`src/rtl/jpeg2000_seq_pkg.sv`:
```
// Shared types and constants for the JPEG2000 start-pulse sequencer.
//   seq_state_t : sequencer FSM states
//   MODE_EVENT  : next pulse waits for a tile_done rise, then the gap
//   MODE_TIMED  : next pulse follows the gap alone
package jpeg2000_seq_pkg;

  typedef enum logic [2:0] {
    ST_IDLE      = 3'd0,
    ST_INIT_WAIT = 3'd1,
    ST_PULSE     = 3'd2,
    ST_WAIT_DONE = 3'd3,
    ST_GAP_WAIT  = 3'd4,
    ST_FINISH    = 3'd5
  } seq_state_t;

  localparam logic MODE_EVENT = 1'b0;
  localparam logic MODE_TIMED = 1'b1;

endpackage

```
`src/rtl/jpeg2000_start_seq_edge_det.sv`:
```
// Rising-edge detector for the tile_done level coming from the core.
//   clk_dwt : clock
//   rst     : synchronous active-low reset
//   sig     : level input
//   rise    : sig high now and low on the previous cycle
module seq_edge_det (
  input  logic clk_dwt,
  input  logic rst,
  input  logic sig,
  output logic rise
);

  logic sig_q;

  always_ff @(posedge clk_dwt) begin
    if (!rst) sig_q <= 1'b0;
    else      sig_q <= sig;
  end

  assign rise = sig & ~sig_q;

endmodule

```
`src/rtl/jpeg2000_start_seq.sv`:
```
// Start-pulse sequencer driving start_cpu of jpeg2000_top.
// Issues cfg_num_starts pulses of PULSE_LEN cycles: the first after
// cfg_init_delay, later ones after a tile_done rise plus cfg_gap_delay
// (event mode) or after cfg_gap_delay alone (timed mode).
//   clk_dwt, rst        : clock, synchronous active-low reset
//   enable              : run request level; low aborts a run
//   mode                : MODE_EVENT / MODE_TIMED
//   cfg_init_delay      : cycles before the first pulse
//   cfg_gap_delay       : cycles between trigger and next pulse
//   cfg_num_starts      : pulses per run
//   tile_done           : level from core, its rise is the event
//   start_cpu           : start pulse to the core
//   busy, done          : run in progress / run complete (held until enable low)
//   start_count         : pulses issued this run
//   err_overrun         : sticky, tile_done rise outside WAIT_DONE while busy
//
// state      | meaning
// -----------+----------------------------------------------
// IDLE       | waiting for enable, config latched on exit
// INIT_WAIT  | counting down the initial delay
// PULSE      | start_cpu high for PULSE_LEN cycles
// WAIT_DONE  | event mode, waiting for a tile_done rise
// GAP_WAIT   | counting down the gap delay
// FINISH     | all pulses issued, done held until enable low
module jpeg2000_start_seq
  import jpeg2000_seq_pkg::*;
#(
  parameter int DELAY_W   = 32,
  parameter int CNT_W     = 8,
  parameter int PULSE_LEN = 2
) (
  input  logic               clk_dwt,
  input  logic               rst,
  input  logic               enable,
  input  logic               mode,
  input  logic [DELAY_W-1:0] cfg_init_delay,
  input  logic [DELAY_W-1:0] cfg_gap_delay,
  input  logic [CNT_W-1:0]   cfg_num_starts,
  input  logic               tile_done,
  output logic               start_cpu,
  output logic               busy,
  output logic               done,
  output logic [CNT_W-1:0]   start_count,
  output logic               err_overrun
);

  localparam int PW = (PULSE_LEN > 1) ? $clog2(PULSE_LEN) : 1;

  seq_state_t         state, state_nxt;
  logic [DELAY_W-1:0] dly_cnt, dly_nxt;
  logic [PW-1:0]      pulse_cnt, pcnt_nxt;
  logic [CNT_W-1:0]   cnt_nxt;
  logic               err_nxt;
  logic               mode_q, mode_nxt;
  logic [DELAY_W-1:0] gap_q, gap_nxt;
  logic [CNT_W-1:0]   num_q, num_nxt;
  logic               td_rise;

  seq_edge_det u_edge_det (
    .clk_dwt (clk_dwt),
    .rst     (rst),
    .sig     (tile_done),
    .rise    (td_rise)
  );

  always_ff @(posedge clk_dwt) begin
    if (!rst) begin
      state       <= ST_IDLE;
      dly_cnt     <= '0;
      pulse_cnt   <= '0;
      start_count <= '0;
      err_overrun <= 1'b0;
      mode_q      <= MODE_EVENT;
      gap_q       <= '0;
      num_q       <= '0;
      start_cpu   <= 1'b0;
      busy        <= 1'b0;
      done        <= 1'b0;
    end else begin
      state       <= state_nxt;
      dly_cnt     <= dly_nxt;
      pulse_cnt   <= pcnt_nxt;
      start_count <= cnt_nxt;
      err_overrun <= err_nxt;
      mode_q      <= mode_nxt;
      gap_q       <= gap_nxt;
      num_q       <= num_nxt;
      // outputs follow the state being entered so they are registered
      // yet line up with the state itself
      start_cpu   <= (state_nxt == ST_PULSE);
      busy        <= (state_nxt inside {ST_INIT_WAIT, ST_PULSE, ST_WAIT_DONE, ST_GAP_WAIT});
      done        <= (state_nxt == ST_FINISH);
    end
  end

  always_comb begin
    state_nxt = state;
    dly_nxt   = dly_cnt;
    pcnt_nxt  = pulse_cnt;
    cnt_nxt   = start_count;
    err_nxt   = err_overrun;
    mode_nxt  = mode_q;
    gap_nxt   = gap_q;
    num_nxt   = num_q;

    unique case (state)
      ST_IDLE: begin
        if (enable) begin
          mode_nxt = mode;
          gap_nxt  = cfg_gap_delay;
          num_nxt  = cfg_num_starts;
          cnt_nxt  = '0;
          err_nxt  = 1'b0;
          if (cfg_num_starts == '0) begin
            state_nxt = ST_FINISH;
          end else begin
            // the init delay goes straight into the counter, no copy kept
            dly_nxt   = cfg_init_delay;
            state_nxt = ST_INIT_WAIT;
          end
        end
      end
      ST_INIT_WAIT, ST_GAP_WAIT: begin
        if (dly_cnt == '0) begin
          state_nxt = ST_PULSE;
          pcnt_nxt  = PW'(PULSE_LEN - 1);
          cnt_nxt   = start_count + CNT_W'(1);
        end else begin
          dly_nxt = dly_cnt - DELAY_W'(1);
        end
      end
      ST_PULSE: begin
        if (pulse_cnt == '0) begin
          if (start_count == num_q) begin
            state_nxt = ST_FINISH;
          end else if (mode_q == MODE_TIMED) begin
            dly_nxt   = gap_q;
            state_nxt = ST_GAP_WAIT;
          end else begin
            state_nxt = ST_WAIT_DONE;
          end
        end else begin
          pcnt_nxt = pulse_cnt - PW'(1);
        end
      end
      ST_WAIT_DONE: begin
        if (td_rise) begin
          dly_nxt   = gap_q;
          state_nxt = ST_GAP_WAIT;
        end
      end
      ST_FINISH: begin
        if (!enable) state_nxt = ST_IDLE;
      end
      default: state_nxt = ST_IDLE;
    endcase

    // a completion event outside WAIT_DONE is flagged and dropped
    if (td_rise && (state inside {ST_INIT_WAIT, ST_PULSE, ST_GAP_WAIT}))
      err_nxt = 1'b1;

    // abort: counters and flags freeze, state returns to IDLE
    if (!enable && (state != ST_IDLE) && (state != ST_FINISH)) begin
      state_nxt = ST_IDLE;
      cnt_nxt   = start_count;
    end
  end

endmodule
```
`config.mk`:
```
export PLATFORM = sky130hd
export DESIGN_NAME = jpeg2000_start_seq
export DESIGN_NICKNAME = d
export VERILOG_FILES = /design/src/rtl/jpeg2000_seq_pkg.sv /design/src/rtl/jpeg2000_start_seq_edge_det.sv /design/src/rtl/jpeg2000_start_seq.sv
export SDC_FILE = /design/constraint.sdc
export NUM_CORES = 1
export LEC_CHECK = 0
export ABC_CLOCK_PERIOD_IN_PS = 3240
export BUFFER_PORTS_ARGS = -buffer_cell sky130_fd_sc_hd__buf_2
export CORE_MARGIN = 2
export CORE_UTILIZATION = 56
export CTS_CLUSTER_SIZE = 25
export DETAILED_ROUTE_END_ITERATION = 16
export PLACE_DENSITY_LB_ADDON = 0.08
export REMOVE_ABC_BUFFERS = 1
export SYNTH_ARGS = -nofsm -noshare
export SYNTH_HDL_FRONTEND = slang
export SYNTH_SLANG_ARGS = --single-unit
```
`constraint.sdc`:
```
create_clock -name clk_dwt -period 3.24 [get_ports clk_dwt]
set_input_delay 0.972 -clock clk_dwt [delete_from_list [all_inputs] [get_ports clk_dwt]]
set_output_delay 0.972 -clock clk_dwt [all_outputs]
set_load 0.03 [all_outputs]
```
## Yosys cells after proc, flatten, opt, wreduce, memory -nomap -nowiden

Cells that the tools add are included.

- Bitwise operators: 3
- Mux-type cells: 27
- Reduce and logical (&&, ||, !) cells: 21
- Equal/unequal tests: 20
- $add $sub $neg: 3

Operators by type and width:

| kind | count |
|---|---|
| 32-bit two-way mux | 7 |
| 32-bit case mux with 4 select lines | 1 |
| 32-bit logical NOT | 1 |
| 32-bit by 1-bit subtractor with 32-bit output, second input constant | 1 |
| 3-bit two-way mux | 9 |
| 8-bit two-way mux | 2 |
| 2-bit != test, second input constant | 8 |
| 8-bit case mux with 2 select lines | 1 |
| 3-bit case mux with 5 select lines | 1 |
| 3-bit by 2-bit == test with 1-bit output, second input constant | 4 |
| 3-bit == test, second input constant | 4 |
| 8-bit by 1-bit adder with 8-bit output, second input constant | 1 |
| 8-bit == test | 1 |
| 8-bit logical NOT | 1 |
| 8-bit AND reduction | 1 |
| 2-bit nonzero test | 4 |
| 4-bit nonzero test | 2 |
| 3-bit by 1-bit == test with 1-bit output, second input constant | 2 |
| 2-bit AND reduction | 3 |
| 3-bit nonzero test | 2 |
| 1-bit two-way mux | 5 |
| 4-bit AND reduction | 1 |
| 1-bit logical AND | 3 |
| 3-bit logical NOT | 1 |
| 7 further kinds | 8 |

- Register bits after elaboration: 90
- Output and inout port bits: 12

## Logic depth before layout (Yosys ltp)

Gate-level depths: netlist of run 1.

- Depth after elaboration: 7
- Depth in mapped cells: 10
- Mapped depth without buffers: 9

## By module

From an unflattened synthesis of run 1, not the netlist that was laid out.

- Cells, all modules: 614
- Area, all modules: 4,817.1 um^2

By module, submodules not included:

| module | area each (um^2) | instances | seq. area each (um^2) | cells an instance |
|---|---|---|---|---|
| jpeg2000_start_seq | 4,777.1 | 1 | 1,781.7 | 611 |
| seq_edge_det | 40.0 | 1 | 20.0 | 3 |

## Worst setup path after synthesis of run 1

OpenSTA, ideal clock, no wires.

- Path kind: register to register
- Start point: reg dly_cnt[0]
- End point: reg start_count[7]
- Data arrival time: 2.799 ns
- Library setup time: 0.123 ns
- Path slack: 0.318 ns
- Stages on the path, launching flop included: 10
- Cells stage by stage: dfxtp_1 > inv_1 > ha_1 > or3b_2 > or4_1 > or4_4 > a211o_4 > nor4_4 > xnor2_1 > nor2_1

- Cells in the longest elaborated chain, start to end: 3

Ends and longest elaborated chain:

| what | line | source |
|---|---|---|
| from (decl) | jpeg2000_start_seq.sv:50 | `logic [DELAY_W-1:0] dly_cnt, dly_nxt;` |
| from (signal assigned) | jpeg2000_start_seq.sv:81 | `dly_cnt <= dly_nxt;` |
| 32-bit logical NOT | jpeg2000_start_seq.sv:124 | `if (dly_cnt == '0) begin` |
| 2-bit != test (no line) | -- |  |
| 4-bit AND reduction (no line) | -- |  |
| to (signal assigned) | jpeg2000_start_seq.sv:83 | `start_count <= cnt_nxt;` |
| to (decl) | jpeg2000_start_seq.sv:43 | `output logic [CNT_W-1:0] start_count,` |

No other way between the ends.
A chain may end at the register's enable or synchronous reset.

## Worst setup path in the final report of run 1

Same ends and word-level chain as after synthesis.

==> results.md, run 1 <==
* Most frequent cells in the layout: nand2_1 (125), dfxtp_1 (90), buf_2 (88), a21boi_0 (59), nor2_1 (48)
* Max Clk Rate at 0.325 GHz
* IO Pins at 89
* Post-Syn Area at 0.00480 sq mm
* Crit end category: flop
* Routed wire per std cell at 15.7 um
* Relative slew margins at 54.4%
* DP Area at 0.00534 sq mm
* Post-synth EDFFs at 0
* R2R depth at 9
* MaxCap Viol Count at 0
* RR Endpoint: start_count[7]$_SDFFE_PN0P_
* Buffers on Ports at 88
* Worst Hold Class: reg2reg
* Setup TNS at 0 ps
* Max Slew Vio Count at 0
* Cells after Synth at 625
* Half-perimeter wire length after placement at 8710 um
* RSZ-0062 raised after global routing: no
* CP max FO at 6
* Tcrit/Tclk final at 95.0%
* Critical path cell sequence: inv_1 -> ha_1 -> or3b_2 -> or4_1 -> or4_4 -> a211o_4 -> nor4_4 -> xnor2_1 -> nor2_1
* Share of cells above drive strength 1 at 18.8%
* Starting Density at 58.1%
* Drt first pass iters at 5
* Tot GR Track Use at 28.5%
* Register clock-pin slew on the reported worst setup and hold paths at 90 ps
* Vias in the first global route at 4525
* Hold Path Sink: gap_q[27]$_SDFFE_PN0P_
* Sink Count at 90
* Worst EP arrival at 3320 ps
* CP Launch Type: flop
* Ant diodes at 0
* Post-route clock skew at 12.2 ps
* Synth cell types at 56
* Resize count post-CTS at 0
* Total CTS buffers at 9
* Synth area leader: dfxtp_1
* Peak supply drop at 316 uV
* Die width at 96.5 um
* Crit-path slowest cell: or4_1
* Hold Path Stages at 2
* DR vias at 4761
* Reg2Reg Setup Slack at 160 ps
* Area growth, synth to finish at 15.8%
* CP required at 3490 ps
* R2R Path Start: dly_cnt[0]$_SDFFE_PN0P_
* Avg Cell Area, Syn at 7.67 sq um
* GPL Wtd Cong at 0.940
* Power Density at 605 mW/mm^2
* Rows at 33
* Area share of the largest cell type after synthesis at 37.6%
* Core ar. at 0.00826 sq mm
* Clock latency on the worst-skew pair at 360 ps
* Outcome: complete, no violations
* Most common cell after layout, fill and taps aside: nand2_1
* Main flop type after synthesis: dfxtp_1
* Post-synthesis sequential area ratio at 37.6%
* Antenna violations before repair at 0
* Lkg Pwr at 2.26 nW
* Synth area leaders: dfxtp_1 (38%), nand2_1 (9.8%), a21boi_0 (9.2%), o21ai_0 (4.5%), nor2_1 (3.8%)
* Largest net degree at the start of global routing at 48
* Final setup fails at 0
* PnR worst setup slack at 163 ps
* Detailed-route wire length at 12700 um
* Die height at 96.5 um
* Measured slew at the worst slew-check pin at 684 ps
* Yosys reg bits at 90
* H-tree levels at 3
* Min Tclk post-route at 3080 ps
* Synth async-reset ratio at 0%
* Die area at 0.00932 sq mm
* CTS Hold Bufs at 0
* Gr ovfl total at 0
* TritonCTS clock tree: done
* Critical path's top delay family: simple AND/OR/NAND/NOR gates
* Max incr delay on CP at 510 ps
* Ys Warns at 0
* Placement Setup Slack at 188 ps
* Fin. Hold Viols at 0
* Min-delay src: gap_q[27]$_SDFFE_PN0P_
* Via/cell ratio at 5.89
* First-pass GRT wire length at 20700 um
* Setup Buffers After CTS at 0
* Antenna Nets Post-Route at 0
* Max clock buf depth at 2
* Setup Crit Path Kind: reg2reg
* Clock Root Buffer: clkbuf_8
* Drt drc at 0
* Fin nets at 780
* Iteration-0 DRC Markers at 259
* CP bufs+invs at 1
* Design Area, Final at 0.00555 sq mm
-- metal layers --
layer	track usage, %	part of all wire, %	routed length, um
met3	3.96	4.8	609
met2	49.8	49	6170
met1	35.6	45	5740
met4	10.8	1.4	179
met5	0	0	0
-- synthesized netlist by cell type (3+ instances only) --
library cell,instances
and3_1,4
a22o_1,3
nor2b_1,9
nor2_1,49
o21a_1,8
nand2b_1,5
a21oi_1,34
a222oi_1,4
xor2_1,9
or4_1,7
ha_1,3
nor3_1,17
nand3_1,12
a221oi_1,7
or3_1,4
xnor2_1,7
nor4_1,10
o31ai_1,4
inv_1,6
nand2_1,125
dfxtp_1,90
a22oi_1,5
a31oi_1,8
and2_1,17
o22ai_1,5
clkbuf_1,35
or4_4,3
a21boi_0,59
o21ai_0,43
-- report_power, final --
part	internal, mW	switching [mW]
sequential	1.24	0.127
clock	0.454	0.407
combinational	0.440	0.693
total	2.14	1.23
-- final cells by class --
cell class / instances / area, sq um
Inverter: 6 / 22.5
Clock buffer: 11 / 141
Clock inverter: 4 / 76.3
Tap cell: 105 / 131
Fill cell: 734 / 2710
Timing Repair Buffer: 103 / 566
Multi-Input combinational cell: 490 / 2810
Sequential cell: 90 / 1800
-- kinds of logic after synthesis --
kind of cell    share of synthesized area [%]
mux                                     0.209
fa+ha+maj                               0.783
simple gates                             27.5
compound gates                           27.1
xor+xnor                                 2.92
buf+inv                                  3.86
flops                                    37.6
-- tightest hold or removal path: stages, from the launching register on --
cell	delay, ps
dfxtp_1	320
nand2_1	50
a21boi_0	60
-- sequential cells by signal, summed over array words and instances (netlist names) --
register          count
dly_cnt              32
gap_q                32
num_q                 8
start_count           8
state                 3
busy                  1
done                  1
err_overrun           1
mode_q                1
pulse_cnt             1
start_cpu             1
u_edge_det.sig_q      1
-- how the worst max path moves through the flow --
stage | cells after the start | slack, ps | startpoint | end
floorplan | 6 | -400 | cfg_num_starts[4] | dly_cnt[16]$_SDFFE_PN0P_
global route | 9 | 40 | dly_cnt[0]$_SDFFE_PN0P_ | start_count[7]$_SDFFE_PN0P_
CTS | 9 | 180 | dly_cnt[0]$_SDFFE_PN0P_ | start_count[7]$_SDFFE_PN0P_
detailed placement | 9 | 190 | dly_cnt[0]$_SDFFE_PN0P_ | start_count[7]$_SDFFE_PN0P_
global placement | 9 | 240 | dly_cnt[0]$_SDFFE_PN0P_ | start_count[7]$_SDFFE_PN0P_
finish | 9 | 160 | dly_cnt[0]$_SDFFE_PN0P_ | start_count[7]$_SDFFE_PN0P_
-- per-stage QoR --
step | hold slack, ps | utilization, % | instances | power, mW
final | 469 | 67.2 | 809 | 3.36
after global routing | 495 | 67.2 | 809 | 3.56
after CTS | 473 | 67.2 | 809 | 3.36
after detailed placement | 460 | 64.6 | 794 | 2.50
after global placement | 450 | 64.6 | 794 | 2.47
after floorplan | 443 | - | 586 | 2.11
No activity file was read; power rests on OpenSTA's default activity.
==> run 2: changes to the inputs <==
--- a/config.mk
+++ b/config.mk
@@ -11,6 +11,7 @@
 export CORE_UTILIZATION = 56
 export CTS_CLUSTER_SIZE = 25
 export DETAILED_ROUTE_END_ITERATION = 16
+export GPL_TIMING_DRIVEN = 0
 export PLACE_DENSITY_LB_ADDON = 0.08
 export REMOVE_ABC_BUFFERS = 1
 export SYNTH_ARGS = -nofsm -noshare
==> results.md, run 2 (same netlist as run 1, synthesis figures left out) <==
* Max Clk Rate at 0.318 GHz (-2.0%)
* Routed wire per std cell at 15.6 um (-0.89%)
* Tot GR Track Use at 27.5% (-1.0 points)
* Tcrit/Tclk final at 96.9% (+1.9 points)
* Setup TNS at 0 ps (unchanged)
* Gr ovfl total at 0 (unchanged)
* Rows at 33 (unchanged)
* Largest registers: dly_cnt: 32 flops, gap_q: 32 flops
* Core ar. at 0.00826 sq mm (unchanged)
* Reg2Reg Setup Slack at 100 ps (-60 ps)
* Register clock-pin slew on the reported worst setup and hold paths at 90 ps (about the same)
* P_int at 2.20 mW (+3.1%)
* RR Endpoint: start_count[7]$_SDFFE_PN0P_
* Drt drc at 0 (unchanged)
* TritonCTS clock tree: done
* Clock Root Buffer: clkbuf_8
* Layout Utilization at 67.2% (about the same)
* Reg power frac at 40.0% (-0.7 points)
* Setup Crit Path Kind: reg2reg
* Most common cell after layout, fill and taps aside: nand2_1
* Total CTS buffers at 9 (unchanged)
* Worst Hold Class: reg2reg
* Antenna Nets Post-Route at 0 (unchanged)
* Clock share of power at 27.7% (+2.1 points)
* CP required at 3490 ps (about the same)
* Max Slew Vio Count at 0 (unchanged)
* Clock latency on the worst-skew pair at 370 ps (about the same)
* Die height at 96.5 um (unchanged)
* Peak supply drop at 277 uV (-12%)
* Ant diodes at 0 (unchanged)
* PnR worst setup slack at 100 ps (-62.9 ps)
* Post-route clock skew at 6.48 ps (-5.75 ps)
* Half-perimeter wire length after placement at 8280 um (-4.9%)
* Fin. Hold Viols at 0 (unchanged)
* Final setup fails at 0 (unchanged)
* Via/cell ratio at 5.91 (+0.45%)
* IO Pins at 89 (unchanged)
* CP endpoint: start_count[7]$_SDFFE_PN0P_
* Vias in the first global route at 4305 (-4.9%)
* Psw at 1.23 mW (about the same)
* Most frequent cells in the layout: nand2_1 (124), dfxtp_1 (90), buf_2 (88), a21boi_0 (59), nor2_1 (47)
* DR vias at 4735 (-0.55%)
* Die area at 0.00932 sq mm (unchanged)
* Starting Density at 58.1% (unchanged)
* Placement Setup Slack at -341 ps (-529 ps)
* Sink Count at 90 (unchanged)
* Origin of the worst setup path: dly_cnt[0]$_SDFFE_PN0P_
* R2R depth at 9 (unchanged)
* Buffers on Ports at 88 (unchanged)
* Switch share at 35.8% (-0.70 points)
* GPL Wtd Cong at 0.860 (-8.6%)
* Max clock buf depth at 2 (unchanged)
* Antenna violations before repair at 0 (unchanged)
* RSZ-0062 raised after global routing: no
* Fin nets at 771 (-1.2%)
* CP Launch Type: flop
* Power Density at 618 mW/mm^2 (+2.1%)
* First-pass GRT wire length at 20000 um (-3.4%)
* Drt first pass iters at 5 (unchanged)
* Largest net degree at the start of global routing at 81 (+69%)
* Measured slew at the worst slew-check pin at 1240 ps (+552 ps)
* Outcome: complete, no violations
* Gate power share at 32.4% (-1.3 points)
* CP max FO at 6 (unchanged)
* Area growth, synth to finish at 15.7% (about the same)
* R2R Path Start: dly_cnt[0]$_SDFFE_PN0P_
* Iteration-0 DRC Markers at 283 (+9.3%)
* Crit end category: flop
* Lkg Pwr at 2.23 nW (-0.98%)
* Die width at 96.5 um (unchanged)
* Min Tclk post-route at 3140 ps (+62.9 ps)
* Relative slew margins at 17.6% (-37 points)
* Share of cells above drive strength 1 at 18.8% (+0.072 points)
* CTS Hold Bufs at 0 (unchanged)
* H-tree levels at 3 (unchanged)
* Worst EP arrival at 3390 ps (+70 ps)
* MaxCap Viol Count at 0 (unchanged)
* Detailed-route wire length at 12500 um (-1.9%)
==> run 2: cell count changes in the layout (fill, tap and decap cells not counted), moves of 2 or more <==
cell,delta
buf_6,+2
inv_1,-2
inv_2,+2
buf_4,-11
==> run 2: final cells by class <==
cell class | instances | area, sq um
Multi-Input combinational cell | 490 | 2850
Fill cell | 756 | 2710
Sequential cell | 90 | 1800
Timing Repair Buffer | 94 | 500
Clock buffer | 12 | 145
Tap cell | 105 | 131
Clock inverter | 4 | 98.8
Inverter | 6 | 22.5
==> run 2: worst min path at each step <==
stage / from / end / slack [ps] / cells after the start
2_1_floorplan: gap_q[6]$_SDFFE_PN0P_ / gap_q[6]$_SDFFE_PN0P_ / 440 / 2
6_report: gap_q[11]$_SDFFE_PN0P_ / gap_q[11]$_SDFFE_PN0P_ / 470 / 2
5_1_grt: gap_q[6]$_SDFFE_PN0P_ / gap_q[6]$_SDFFE_PN0P_ / 500 / 2
3_5_place_dp: gap_q[5]$_SDFFE_PN0P_ / gap_q[5]$_SDFFE_PN0P_ / 470 / 2
3_3_place_gp: err_overrun$_SDFFE_PN0P_ / err_overrun$_SDFFE_PN0P_ / 450 / 2
4_1_cts: gap_q[7]$_SDFFE_PN0P_ / gap_q[7]$_SDFFE_PN0P_ / 480 / 2
==> run 2: worst max-delay path, stage by stage, from the launching register on <==
cell	delay (ps)
dfxtp_1	360
inv_2	100
ha_1	160
or3b_2	490
or4_1	510
or4_4	530
a211o_4	400
nor4_4	280
xnor2_1	140
nor2_1	50
==> run 2: power by group through the flow <==
| stage | Clock (mW) | Combinational (mW) | Sequential, mW |
|---|---|---|---|
| detailed placement | 0 | 1.08 | 1.39 |
| finish | 0.949 | 1.11 | 1.37 |
| floorplan | 0 | 0.742 | 1.37 |
| global placement | 0 | 1.03 | 1.38 |
| global route | 1.00 | 1.23 | 1.39 |
| CTS | 0.957 | 1.09 | 1.36 |
==> run 2: metrics by stage <==
stage	std cells	area (sq um)	total power, mW	hold slack, ps
finish	801	5550	3.43	474
global route	801	5550	3.62	499
CTS	801	5530	3.41	478
detailed placement	783	5270	2.47	465
global placement	779	5200	2.41	448
floorplan	586	4630	2.11	443
==> run 2: routing by layer <==
| metal | part of all wire (%) | global-route usage, % | vias to the layer above |
|---|---|---|---|
| met2 | 48 | 48.7 | 130 |
| met1 | 45 | 35.1 | 2232 |
| met4 | 1.2 | 7.16 | 0 |
| met3 | 5.0 | 3.65 | 13 |
| met5 | 0 | 0 | - |
| li1 | - | - | 2360 |
==> run 2: timing repair <==
action | CTS | global route
gates resized for setup | 1 | 6
setup endpoints to repair | 19 | 25
pin swaps | 1 | 1
setup buffers | 2 | 0
==> run 3: changes to the inputs <==
--- a/config.mk
+++ b/config.mk
@@ -5,10 +5,10 @@
 export SDC_FILE = /design/constraint.sdc
 export NUM_CORES = 1
 export LEC_CHECK = 0
-export ABC_CLOCK_PERIOD_IN_PS = 3240
+export ABC_CLOCK_PERIOD_IN_PS = 2600
 export BUFFER_PORTS_ARGS = -buffer_cell sky130_fd_sc_hd__buf_2
 export CORE_MARGIN = 2
-export CORE_UTILIZATION = 56
+export CORE_UTILIZATION = 50
 export CTS_CLUSTER_SIZE = 25
 export DETAILED_ROUTE_END_ITERATION = 16
 export GPL_TIMING_DRIVEN = 0
==> constraint.sdc (replaced) <==
create_clock -name clk_dwt -period 2.6 [get_ports clk_dwt]
set_input_delay 0.78 -clock clk_dwt [delete_from_list [all_inputs] [get_ports clk_dwt]]
set_output_delay 0.78 -clock clk_dwt [all_outputs]
set_load 0.03 [all_outputs]
==> results.md, run 3 (same netlist as run 1, synthesis figures left out) <==
* Critical path's top delay family: simple AND/OR/NAND/NOR gates
* Register clock-pin slew on the reported worst setup and hold paths at 90 ps (about the same)
* Crit end category: flop
* Die height at 102 um (+5.6%)
* Reg2Reg Setup Slack at -190 ps (-290 ps)
* Fin. Hold Viols at 0 (unchanged)
* Worst EP arrival at 3040 ps (-350 ps)
* Power Density at 749 mW/mm^2 (+21%)
* Clock Root Buffer: clkbuf_8
* Max Slew Vio Count at 0 (unchanged)
* Most frequent cells in the layout: nand2_1 (124), buf_2 (88), dfxtp_1 (84), a21boi_0 (51), nor2_1 (45)
* Routed wire per std cell at 15.7 um (+0.90%)
* Origin of the worst setup path: dly_cnt[25]$_SDFFE_PN0P_
* Antenna violations before repair at 0 (unchanged)
* Most common cell after layout, fill and taps aside: nand2_1
* Fill cells at 859 (+14%)
* Relative slew margins at 18.8% (+1.2 points)
* Clock latency on the worst-skew pair at 360 ps (about the same)
* Post-route clock skew at 17.7 ps (+11.2 ps)
* Ant diodes at 0 (unchanged)
* Setup Crit Path Kind: reg2reg
* CP required at 2850 ps (-640 ps)
* Detailed-route wire length at 13200 um (+6.3%)
* Buffers on Ports at 88 (unchanged)
* Design Area, Final at 0.00585 sq mm (+5.4%)
* Max incr delay on CP at 540 ps (about the same)
* Sink Count at 90 (unchanged)
* Drt first pass iters at 5 (unchanged)
* Die width at 102 um (+5.6%)
* Rows at 35 (+6.1%)
* Die area at 0.0104 sq mm (+11%)
* R2R Path Start: dly_cnt[25]$_SDFFE_PN0P_
* Largest net degree at the start of global routing at 81 (unchanged)
* Critical path cell sequence: or4_4 -> or4_4 -> or4_4 -> a211o_4 -> buf_4 -> nor2_4 -> xnor2_1 -> nor2_1
* RR Endpoint: start_count[3]$_SDFFE_PN0P_
* Fin nets at 790 (+2.5%)
* Gr ovfl total at 0 (unchanged)
* Total CTS buffers at 9 (unchanged)
* Tot GR Track Use at 25.5% (-2.0 points)
* Core ar. at 0.00928 sq mm (+12%)
* Hold Path Stages at 2 (unchanged)
* RSZ-0062 raised after global routing: yes
* Outcome: finished, violations left
* Max Clk Rate at 0.359 GHz (+13%)
* CP max FO at 6 (unchanged)
* Tcrit/Tclk final at 107% (+10 points)
* Share of cells above drive strength 1 at 23.5% (+4.7 points)
* Most used cell, CP: or4_4
* Largest registers: dly_cnt: 32 flops, gap_q: 32 flops
* MaxCap Viol Count at 0 (unchanged)
* CTS Hold Bufs at 0 (unchanged)
* Final setup fails at 39 (+39)
* CP bufs+invs at 1 (unchanged)
* Peak supply drop at 312 uV (+13%)
* TritonCTS clock tree: done
* Placement Setup Slack at -763 ps (-422 ps)
* Iteration-0 DRC Markers at 241 (-15%)
* Max clock buf depth at 2 (unchanged)
* Vias in the first global route at 4467 (+3.8%)
* DP Area at 0.00531 sq mm (+0.78%)
* Crit-path slowest cell: or4_4
* Via/cell ratio at 5.74 (-2.9%)
* Half-perimeter wire length after placement at 8490 um (+2.5%)
* R2R depth at 8 (-1)
* Starting Density at 51.7% (-6.4 points)
* WP depth at 8 (-1)
* GPL Wtd Cong at 0.879 (+2.3%)
* Lkg Pwr at 2.37 nW (+6.0%)
* IO Pins at 89 (unchanged)
* H-tree levels at 3 (unchanged)
* Antenna Nets Post-Route at 0 (unchanged)
* First-pass GRT wire length at 21100 um (+5.5%)
* CP Launch Type: flop
* DR vias at 4845 (+2.3%)
* Min Tclk post-route at 2790 ps (-353 ps)
* Worst Hold Class: reg2reg
* Drt drc at 0 (unchanged)
* PnR worst setup slack at -187 ps (-287 ps)
* Area growth, synth to finish at 21.9%
* CP endpoint: start_count[3]$_SDFFE_PN0P_
* Measured slew at the worst slew-check pin at 1220 ps (-17.7 ps)
* Failing checks: setup timing
run 3: changes by cell type in the layout (fill, tap and decap cells not counted), moves of 2 or more:
cell / previous run / this run
o21ai_0: 43 / 24
o21ai_1: 0 / 18
buf_4: 3 / 15
a21boi_0: 59 / 51
a21boi_1: 0 / 8
dfxtp_1: 90 / 84
dfxtp_2: 0 / 6
buf_6: 2 / 6
nor2_1: 47 / 45
nor3_1: 16 / 14
nor3_4: 0 / 2
or4_4: 4 / 6
run 3: layer usage:
| metal | global-route usage, % | routed length (um) | vias to the layer above |
|---|---|---|---|
| li1 | - | - | 2390 |
| met1 | 32.7 | 5710 | 2268 |
| met2 | 43.1 | 6500 | 166 |
| met3 | 4.72 | 823 | 21 |
| met4 | 9.13 | 212 | 0 |
| met5 | 0 | 0 | - |
run 3: worst min-delay path by stage:
stage	start	endpoint
after detailed placement	gap_q[19]$_SDFFE_PN0P_	gap_q[19]$_SDFFE_PN0P_
after floorplan	gap_q[6]$_SDFFE_PN0P_	gap_q[6]$_SDFFE_PN0P_
after global placement	err_overrun$_SDFFE_PN0P_	err_overrun$_SDFFE_PN0P_
after global routing	gap_q[11]$_SDFFE_PN0P_	gap_q[11]$_SDFFE_PN0P_
final	gap_q[13]$_SDFFE_PN0P_	gap_q[13]$_SDFFE_PN0P_
after CTS	gap_q[19]$_SDFFE_PN0P_	gap_q[19]$_SDFFE_PN0P_
run 3: what timing repair did:
action,4_1_cts,5_1_grt
pin swaps,15,6
resized for setup,43,23
cloned,2,3
endpoints found under the setup margin,46,44
setup buffers,11,4
run 3: layout make-up:
class	count	area, sq um	area share [%]
multi-input combinational	492	2970	50.8
sequential	90	1810	30.9
tap	129	161	2.76
clock buffer	12	155	2.65
timing repair buffer	111	656	11.2
inverter	6	22.5	0.385
clock inverter	4	73.8	1.26
run 3: power breakdown:
part | internal, mW | switching (mW) | leakage (nW) | total, mW
Sequential | 1.55 | 0.164 | 0.741 | 1.72
Combinational | 0.639 | 0.926 | 1.51 | 1.57
Clock | 0.595 | 0.504 | 0.117 | 1.10
run 3: per-stage QoR:
step                      hold WS, ps  utilization [%]  TNS (ps)  std cells  power (mW)
after floorplan                   443                -    -27020        586        2.63
after global placement            451             56.4   -121590        803        3.02
after detailed placement          463             57.2    -23150        808        3.08
after CTS                         476             61.9     -3260        837        4.29
after global routing              493             63.0     -8990        844        4.66
final                             474             63.0     -4420        844        4.38
run 3: worst reg2reg max path: stages (launching register included):
cell and delay, ps:
dfxtp_2 360, or4_4 540, or4_4 540, or4_4 460, a211o_4 400, buf_4 160, nor2_4 80, xnor2_1 120
nor2_1 50
